`src/rtl/jogo_pkg.sv`:
```
// Shared types for the parametrised memory-game controller: state codes
// (exposed on db_estado) and a width helper that never returns zero.
package jogo_pkg;

    typedef enum logic [4:0] {
        INICIAL     = 5'd0,
        PREPARA     = 5'd1,
        MOSTRA      = 5'd2,
        PAUSA       = 5'd3,
        ESPERA      = 5'd4,
        COMPARA     = 5'd5,
        PROX_JOGADA = 5'd6,
        PROX_RODADA = 5'd7,
        FIM_ACERTO  = 5'd10,
        FIM_ERRO    = 5'd14,
        FIM_TIMEOUT = 5'd15
    } estado_t;

    function automatic int clog2_min1(input int n);
        return (n <= 2) ? 1 : $clog2(n);
    endfunction

endpackage

```
`src/rtl/jogo_sequencia_param_contador.sv`:
```
// Modulo-M counter: synchronous clear (zera) has priority over count (conta);
// fim flags the terminal value M-1, after which a count wraps to zero.
module contador_m
    import jogo_pkg::*;
#(
    parameter int M = 16,
    parameter int W = clog2_min1(M)
) (
    input  logic         clock,
    input  logic         reset,
    input  logic         zera,
    input  logic         conta,
    output logic [W-1:0] q,
    output logic         fim
);

    logic [W-1:0] cnt_q, cnt_d;

    always_comb begin
        fim   = (cnt_q == W'(M - 1));
        cnt_d = cnt_q;
        if (zera) begin
            cnt_d = '0;
        end else if (conta) begin
            cnt_d = fim ? '0 : cnt_q + W'(1);
        end
    end

    always_ff @(posedge clock) begin
        if (reset) begin
            cnt_q <= '0;
        end else begin
            cnt_q <= cnt_d;
        end
    end

    assign q = cnt_q;

endmodule

```
`src/rtl/jogo_sequencia_param.sv`:
```
// Memory-game ("genius") controller driving an external async-read sequence ROM.
// Macro JOGO_MOSTRA_EN builds the MOSTRA/PAUSA LED replay phase; otherwise leds echo chaves.
module jogo_sequencia_param
    import jogo_pkg::*;
#(
    parameter int N_CHAVES       = 4,
    parameter int MAX_RODADAS    = 16,
    parameter int TIMEOUT_CICLOS = 5000,
    parameter int MOSTRA_CICLOS  = 500,
    parameter int AW             = clog2_min1(MAX_RODADAS)
) (
    input  logic                clock,
    input  logic                reset,
    input  logic                iniciar,
    input  logic [N_CHAVES-1:0] chaves,
    output logic [AW-1:0]       mem_addr,
    input  logic [N_CHAVES-1:0] mem_data,
    output logic [N_CHAVES-1:0] leds,
    output logic                pronto,
    output logic                acertou,
    output logic                errou,
    output logic                timeout,
    output logic                aguarda_jogada,
    output logic [AW-1:0]       db_rodada,
    output logic [AW-1:0]       db_jogada,
    output logic [4:0]          db_estado
);

    localparam int TW = clog2_min1(TIMEOUT_CICLOS);

    estado_t             estado_q, estado_d;
    logic                zero_ant_q, zero_ant_d;
    logic [N_CHAVES-1:0] jogada_val_q, jogada_val_d;
    logic                jogada_det;

    logic          rod_zera, rod_conta, rod_fim;
    logic [AW-1:0] rod_q;
    logic          jog_zera, jog_conta, jog_fim_unused;
    logic [AW-1:0] jog_q;
    logic          to_zera, to_conta, to_fim;
    logic [TW-1:0] to_cnt_unused;

    // A play is the rising edge of "any switch on"; holding or adding switches is ignored.
    assign jogada_det = (|chaves) && zero_ant_q;

    contador_m #(.M(MAX_RODADAS), .W(AW)) u_rodada (
        .clock(clock), .reset(reset), .zera(rod_zera), .conta(rod_conta),
        .q(rod_q), .fim(rod_fim)
    );

    contador_m #(.M(MAX_RODADAS), .W(AW)) u_jogada (
        .clock(clock), .reset(reset), .zera(jog_zera), .conta(jog_conta),
        .q(jog_q), .fim(jog_fim_unused)
    );

    // Timeout counter saturates at its terminal count instead of wrapping.
    assign to_zera  = (estado_q != ESPERA) || jogada_det;
    assign to_conta = ~to_fim;

    contador_m #(.M(TIMEOUT_CICLOS), .W(TW)) u_timeout (
        .clock(clock), .reset(reset), .zera(to_zera), .conta(to_conta),
        .q(to_cnt_unused), .fim(to_fim)
    );

`ifdef JOGO_MOSTRA_EN
    localparam int DW = clog2_min1(MOSTRA_CICLOS);

    logic          idx_zera, idx_conta, idx_fim_unused;
    logic [AW-1:0] idx_q;
    logic          disp_zera, disp_fim;
    logic [DW-1:0] disp_cnt_unused;

    contador_m #(.M(MAX_RODADAS), .W(AW)) u_indice (
        .clock(clock), .reset(reset), .zera(idx_zera), .conta(idx_conta),
        .q(idx_q), .fim(idx_fim_unused)
    );

    // Restarting on its own terminal count gives each MOSTRA and PAUSA exactly MOSTRA_CICLOS cycles.
    assign disp_zera = !((estado_q == MOSTRA) || (estado_q == PAUSA)) || disp_fim;

    contador_m #(.M(MOSTRA_CICLOS), .W(DW)) u_exibe (
        .clock(clock), .reset(reset), .zera(disp_zera), .conta(1'b1),
        .q(disp_cnt_unused), .fim(disp_fim)
    );
`endif

    always_comb begin
        zero_ant_d   = ~|chaves;
        jogada_val_d = jogada_val_q;
        if ((estado_q == ESPERA) && jogada_det) begin
            jogada_val_d = chaves;
        end
    end

    always_comb begin
        estado_d  = estado_q;
        rod_zera  = 1'b0;
        rod_conta = 1'b0;
        jog_zera  = 1'b0;
        jog_conta = 1'b0;
`ifdef JOGO_MOSTRA_EN
        idx_zera  = 1'b0;
        idx_conta = 1'b0;
`endif
        case (estado_q)
            INICIAL: begin
                if (iniciar) estado_d = PREPARA;
            end
            PREPARA: begin
                rod_zera = 1'b1;
                jog_zera = 1'b1;
`ifdef JOGO_MOSTRA_EN
                idx_zera = 1'b1;
                estado_d = MOSTRA;
`else
                estado_d = ESPERA;
`endif
            end
`ifdef JOGO_MOSTRA_EN
            MOSTRA: begin
                if (disp_fim) estado_d = PAUSA;
            end
            PAUSA: begin
                if (disp_fim) begin
                    if (idx_q < rod_q) begin
                        idx_conta = 1'b1;
                        estado_d  = MOSTRA;
                    end else begin
                        jog_zera = 1'b1;
                        estado_d = ESPERA;
                    end
                end
            end
`endif
            ESPERA: begin
                if (jogada_det) begin
                    estado_d = COMPARA;
                end else if (to_fim) begin
                    estado_d = FIM_TIMEOUT;
                end
            end
            COMPARA: begin
                if (jogada_val_q != mem_data) begin
                    estado_d = FIM_ERRO;
                end else if (jog_q < rod_q) begin
                    estado_d = PROX_JOGADA;
                end else if (rod_fim) begin
                    estado_d = FIM_ACERTO;
                end else begin
                    estado_d = PROX_RODADA;
                end
            end
            PROX_JOGADA: begin
                jog_conta = 1'b1;
                estado_d  = ESPERA;
            end
            PROX_RODADA: begin
                rod_conta = 1'b1;
                jog_zera  = 1'b1;
`ifdef JOGO_MOSTRA_EN
                idx_zera  = 1'b1;
                estado_d  = MOSTRA;
`else
                estado_d  = ESPERA;
`endif
            end
            FIM_ACERTO, FIM_ERRO, FIM_TIMEOUT: begin
                if (iniciar) estado_d = PREPARA;
            end
            default: estado_d = INICIAL;
        endcase
    end

    always_ff @(posedge clock) begin
        if (reset) begin
            estado_q     <= INICIAL;
            zero_ant_q   <= 1'b0;
            jogada_val_q <= '0;
        end else begin
            estado_q     <= estado_d;
            zero_ant_q   <= zero_ant_d;
            jogada_val_q <= jogada_val_d;
        end
    end

    always_comb begin
        pronto         = (estado_q == FIM_ACERTO) || (estado_q == FIM_ERRO) ||
                         (estado_q == FIM_TIMEOUT);
        acertou        = (estado_q == FIM_ACERTO);
        errou          = (estado_q == FIM_ERRO);
        timeout        = (estado_q == FIM_TIMEOUT);
        aguarda_jogada = (estado_q == ESPERA);
        db_rodada      = rod_q;
        db_jogada      = jog_q;
        db_estado      = estado_q;
        mem_addr       = jog_q;
`ifdef JOGO_MOSTRA_EN
        leds = '0;
        if ((estado_q == MOSTRA) || (estado_q == PAUSA)) mem_addr = idx_q;
        if (estado_q == MOSTRA) leds = mem_data;
        if (estado_q == ESPERA) leds = chaves;
`else
        leds = chaves;
`endif
    end

endmodule

```
`config.mk`:
```
export PLATFORM = sky130hd
export DESIGN_NAME = jogo_sequencia_param
export DESIGN_NICKNAME = d
export VERILOG_FILES = /design/src/rtl/jogo_pkg.sv /design/src/rtl/jogo_sequencia_param_contador.sv /design/src/rtl/jogo_sequencia_param.sv
export SDC_FILE = /design/constraint.sdc
export NUM_CORES = 1
export LEC_CHECK = 0
export BUFFER_PORTS_ARGS = -buffer_cell sky130_fd_sc_hd__buf_4
export CAP_MARGIN = 20
export CORE_MARGIN = 3
export CORE_UTILIZATION = 54
export CTS_CLUSTER_DIAMETER = 40
export DETAILED_ROUTE_END_ITERATION = 12
export PLACE_DENSITY = 0.83
export SETUP_SLACK_MARGIN = 0.5
export SLEW_MARGIN = 10
export SYNTH_ARGS = -nofsm -noshare
export SYNTH_HDL_FRONTEND = slang
export SYNTH_SLANG_ARGS = --single-unit
```
`constraint.sdc`:
```
create_clock -name clock -period 2.2 [get_ports clock]
set_clock_uncertainty 0.15 [all_clocks]
set_input_delay 0.11 -clock clock [delete_from_list [all_inputs] [get_ports clock]]
set_output_delay 0.11 -clock clock [all_outputs]
set_load 0.005 [all_outputs]
```
==> flow_summary.ini <==
[synthesis]
synth_top_area_share_pct = 33.87
netlist_area_um2 = 1773
synth-seq-area-share_pct = 33.87
synth-edff-count = 0
yosysWarnings = 0
ys_types = 44
synthTopCellsByArea = dfxtp_1, nor2_1, buf_4, mux2i_1, xnor2_1
synth.largest_area_cell = dfxtp_1
synthTopCellsByCount = dfxtp_1, nor2_1, buf_4, nand2_1
yosys_register_bits = 30
synth_area_per_cell_um2 = 8.954
synthArstFlopShare_pct = 0
ys.flop_type = dfxtp_1
netlist_instances = 198
synth_fp_nets = 215

[route]
avgRoutedWirePerCell_um = 13.70
wl_um = 3849
vias = 1469
ant_nets = 0
drt-pass1-iter-count = 4
drc = 0
dr.first_iter.drc_count = 119
via_per_inst = 5.228

[clock_tree]
cts_buffers = 5
cts_root_buf = clkbuf_4
cts_tree = built
clk_pin_slew_ns = 0.10
numClockSinks = 30
cts_htree_levels = 2
clock_path_buffers = 2
clkLatencyLatePin_ns = 0.34

[placement]
port_buffers = 35
place_area_um2 = 1993
gp_congestion = 0.8629
dp_hpwl_um = 2499

[floorplan]
dieWidth_um = 63.30
core_region_area_um2 = 3103
fp.dieH_um = 63.30
initial_core_util_pct = 57.14
num_rows = 20
io_pins = 37
die_area_um2 = 4007

[status]
status = complete, no violations

[worst_setup_path]
critPathKind = reg -> reg
end_kind = flop
arrival_ns = 1.89
reg2reg_depth = 6
worstPathRequired_ns = 2.33
cp-start-kind = flop
cp_max_fo = 9

[grt]
grt_max_degree = 14
antenna_found_initial = 0
grt_pass1_wl_um = 6044
grt_usage_pct = 19.20
grt_pass1_vias = 1413
gr-total-overflow = 0

[power]
pwr-share-clk_pct = 22.4
combPwrFrac_pct = 34.1
switchingPower_mw = 0.5469
leakage_nw = 0.8961
power.density_nw_per_um2 = 700.3
seqPwrFrac_pct = 43.5
ir_drop_v = 0.0005566
p_sw_share_pct = 35.20
p_int_mw = 1.007

[job]
maxCapViolCount = 0

[finish]
fillCellCount = 252
fin_nets = 253
drive_gt1_share_pct = 33.76
area_growth_pct = 25.12
post-route-cell-area_um2 = 2218
antenna_cells = 0

[min_path]
hold_path_depth = 5
hold_path_class = in -> reg

[sta]
max_freq_mhz = 568.6
slew_viol_final = 0
holdWs_ns = 0.1189
hold_viol = 0
finalCritPeriodShare_pct = 79.94
setup_violations = 0
rsz0062_at_grt = true
period_minus_slack_ns = 1.759
finalSetupTns_ns = 0
-- power by group through the flow --
stage / sequential [mW] / clock [mW] / combinational, mW
after detailed placement: 0.679 / 0 / 0.454
after global routing: 0.690 / 0.378 / 0.572
after floorplan: 0.624 / 0 / 0.393
after CTS: 0.672 / 0.358 / 0.487
final: 0.676 / 0.348 / 0.530
after global placement: 0.677 / 0 / 0.444
-- through the flow --
stage	std cells	power (mW)	utilization [%]	setup WS (ns)
after global placement	263	1.121	64.23	0.3899
after floorplan	198	1.017	-	0.5025
after detailed placement	263	1.134	64.23	0.3723
final	281	1.553	71.49	0.4414
after CTS	274	1.517	67.90	0.4277
after global routing	281	1.640	71.49	0.3463
-- layout by cell type, fill, tap and decap left out, drive strengths merged, types with 2 or more instances in the layout --
cell type / synthesis / layout
buf: 16 / 40
nor2: 36 / 36
dfxtp: 30 / 30
nand2: 13 / 13
xor2: 9 / 9
xnor2: 9 / 9
mux2i: 8 / 8
nand3: 8 / 8
a21oi: 7 / 7
dlygate4sd3: 0 / 7
inv: 7 / 7
clkbuf: 0 / 7
nor3: 7 / 7
and3: 6 / 6
ha: 6 / 6
nand2b: 5 / 5
nand4: 3 / 3
o2bb2ai: 3 / 3
o21ai: 3 / 3
nor2b: 2 / 2
or3: 2 / 2
-- final cells by class --
cell class / count / area [um2] / area share, %
clock inverters: 1 / 5.005 / 0.2256
clock buffers: 7 / 55.05 / 2.482
inverters: 7 / 28.78 / 1.297
flip-flops and latches: 30 / 616.8 / 27.81
multi-input cells: 145 / 1087 / 49.01
well taps: 44 / 55.05 / 2.482
repair buffers: 47 / 370.4 / 16.69
-- repair_timing --
item	4_1_cts	5_1_grt
gates resized for setup	8	13
setup buffers	0	3
hold buffers	3	5
endpoints found under the hold margin	9	5
pin swaps	0	10
setup endpoints to repair	15	24
-- sequential cells by signal, summed over array words and instances, names as in the netlist --
| signal | count |
|---|---|
| db_estado | 4 |
| u_rodada.q | 4 |
| u_timeout.q | 13 |
| jogada_val_q | 4 |
| u_jogada.q | 4 |
| zero_ant_q | 1 |
-- path summary, 6_finish.rpt --
check	from	end	slack, ns
setup reg to reg	db_estado[1]	db_estado[3]	0.44
hold reg to reg	jogada_val_q[3]	jogada_val_q[3]	0.38
setup / recovery	db_estado[1]	db_estado[3]	0.44
hold / removal	chaves[1]	db_estado[1]	0.12
-- per-layer routing --
| layer | up-vias | wire [um] | GRT usage, % |
|---|---|---|---|
| li1 | 742 | - | - |
| met1 | 672 | 1623 | 21.90 |
| met2 | 45 | 1910 | 32.67 |
| met3 | 10 | 235 | 4.456 |
| met4 | 0 | 80 | 11.05 |
| met5 | - | 0 | 0 |
-- cell families (layout without fill, tap and decap cells) --
kind of cell | count (synthesis) | after routing | share of synthesized area [%]
AOI/OAI and AO/OA | 23 | 23 | 10.23
and+or+nand+nor | 89 | 89 | 29.50
buffers and inverters | 23 | 62 | 8.539
adders and majority gates | 6 | 6 | 4.234
DFF | 30 | 30 | 33.87
xor gates and xnor gates | 18 | 18 | 8.893
other | 1 | 1 | 0.2115
muxes | 8 | 8 | 4.517
-- worst max-delay path, stage by stage (launching register included) --
cell and delay (ns):
dfxtp_2 0.39, buf_4 0.16, nor4b_4 0.26, a21boi_4 0.34, a2bb2oi_4 0.12, nor2_4 0.15
o2bb2ai_1 0.12
(Power assumes the default switching activity.)
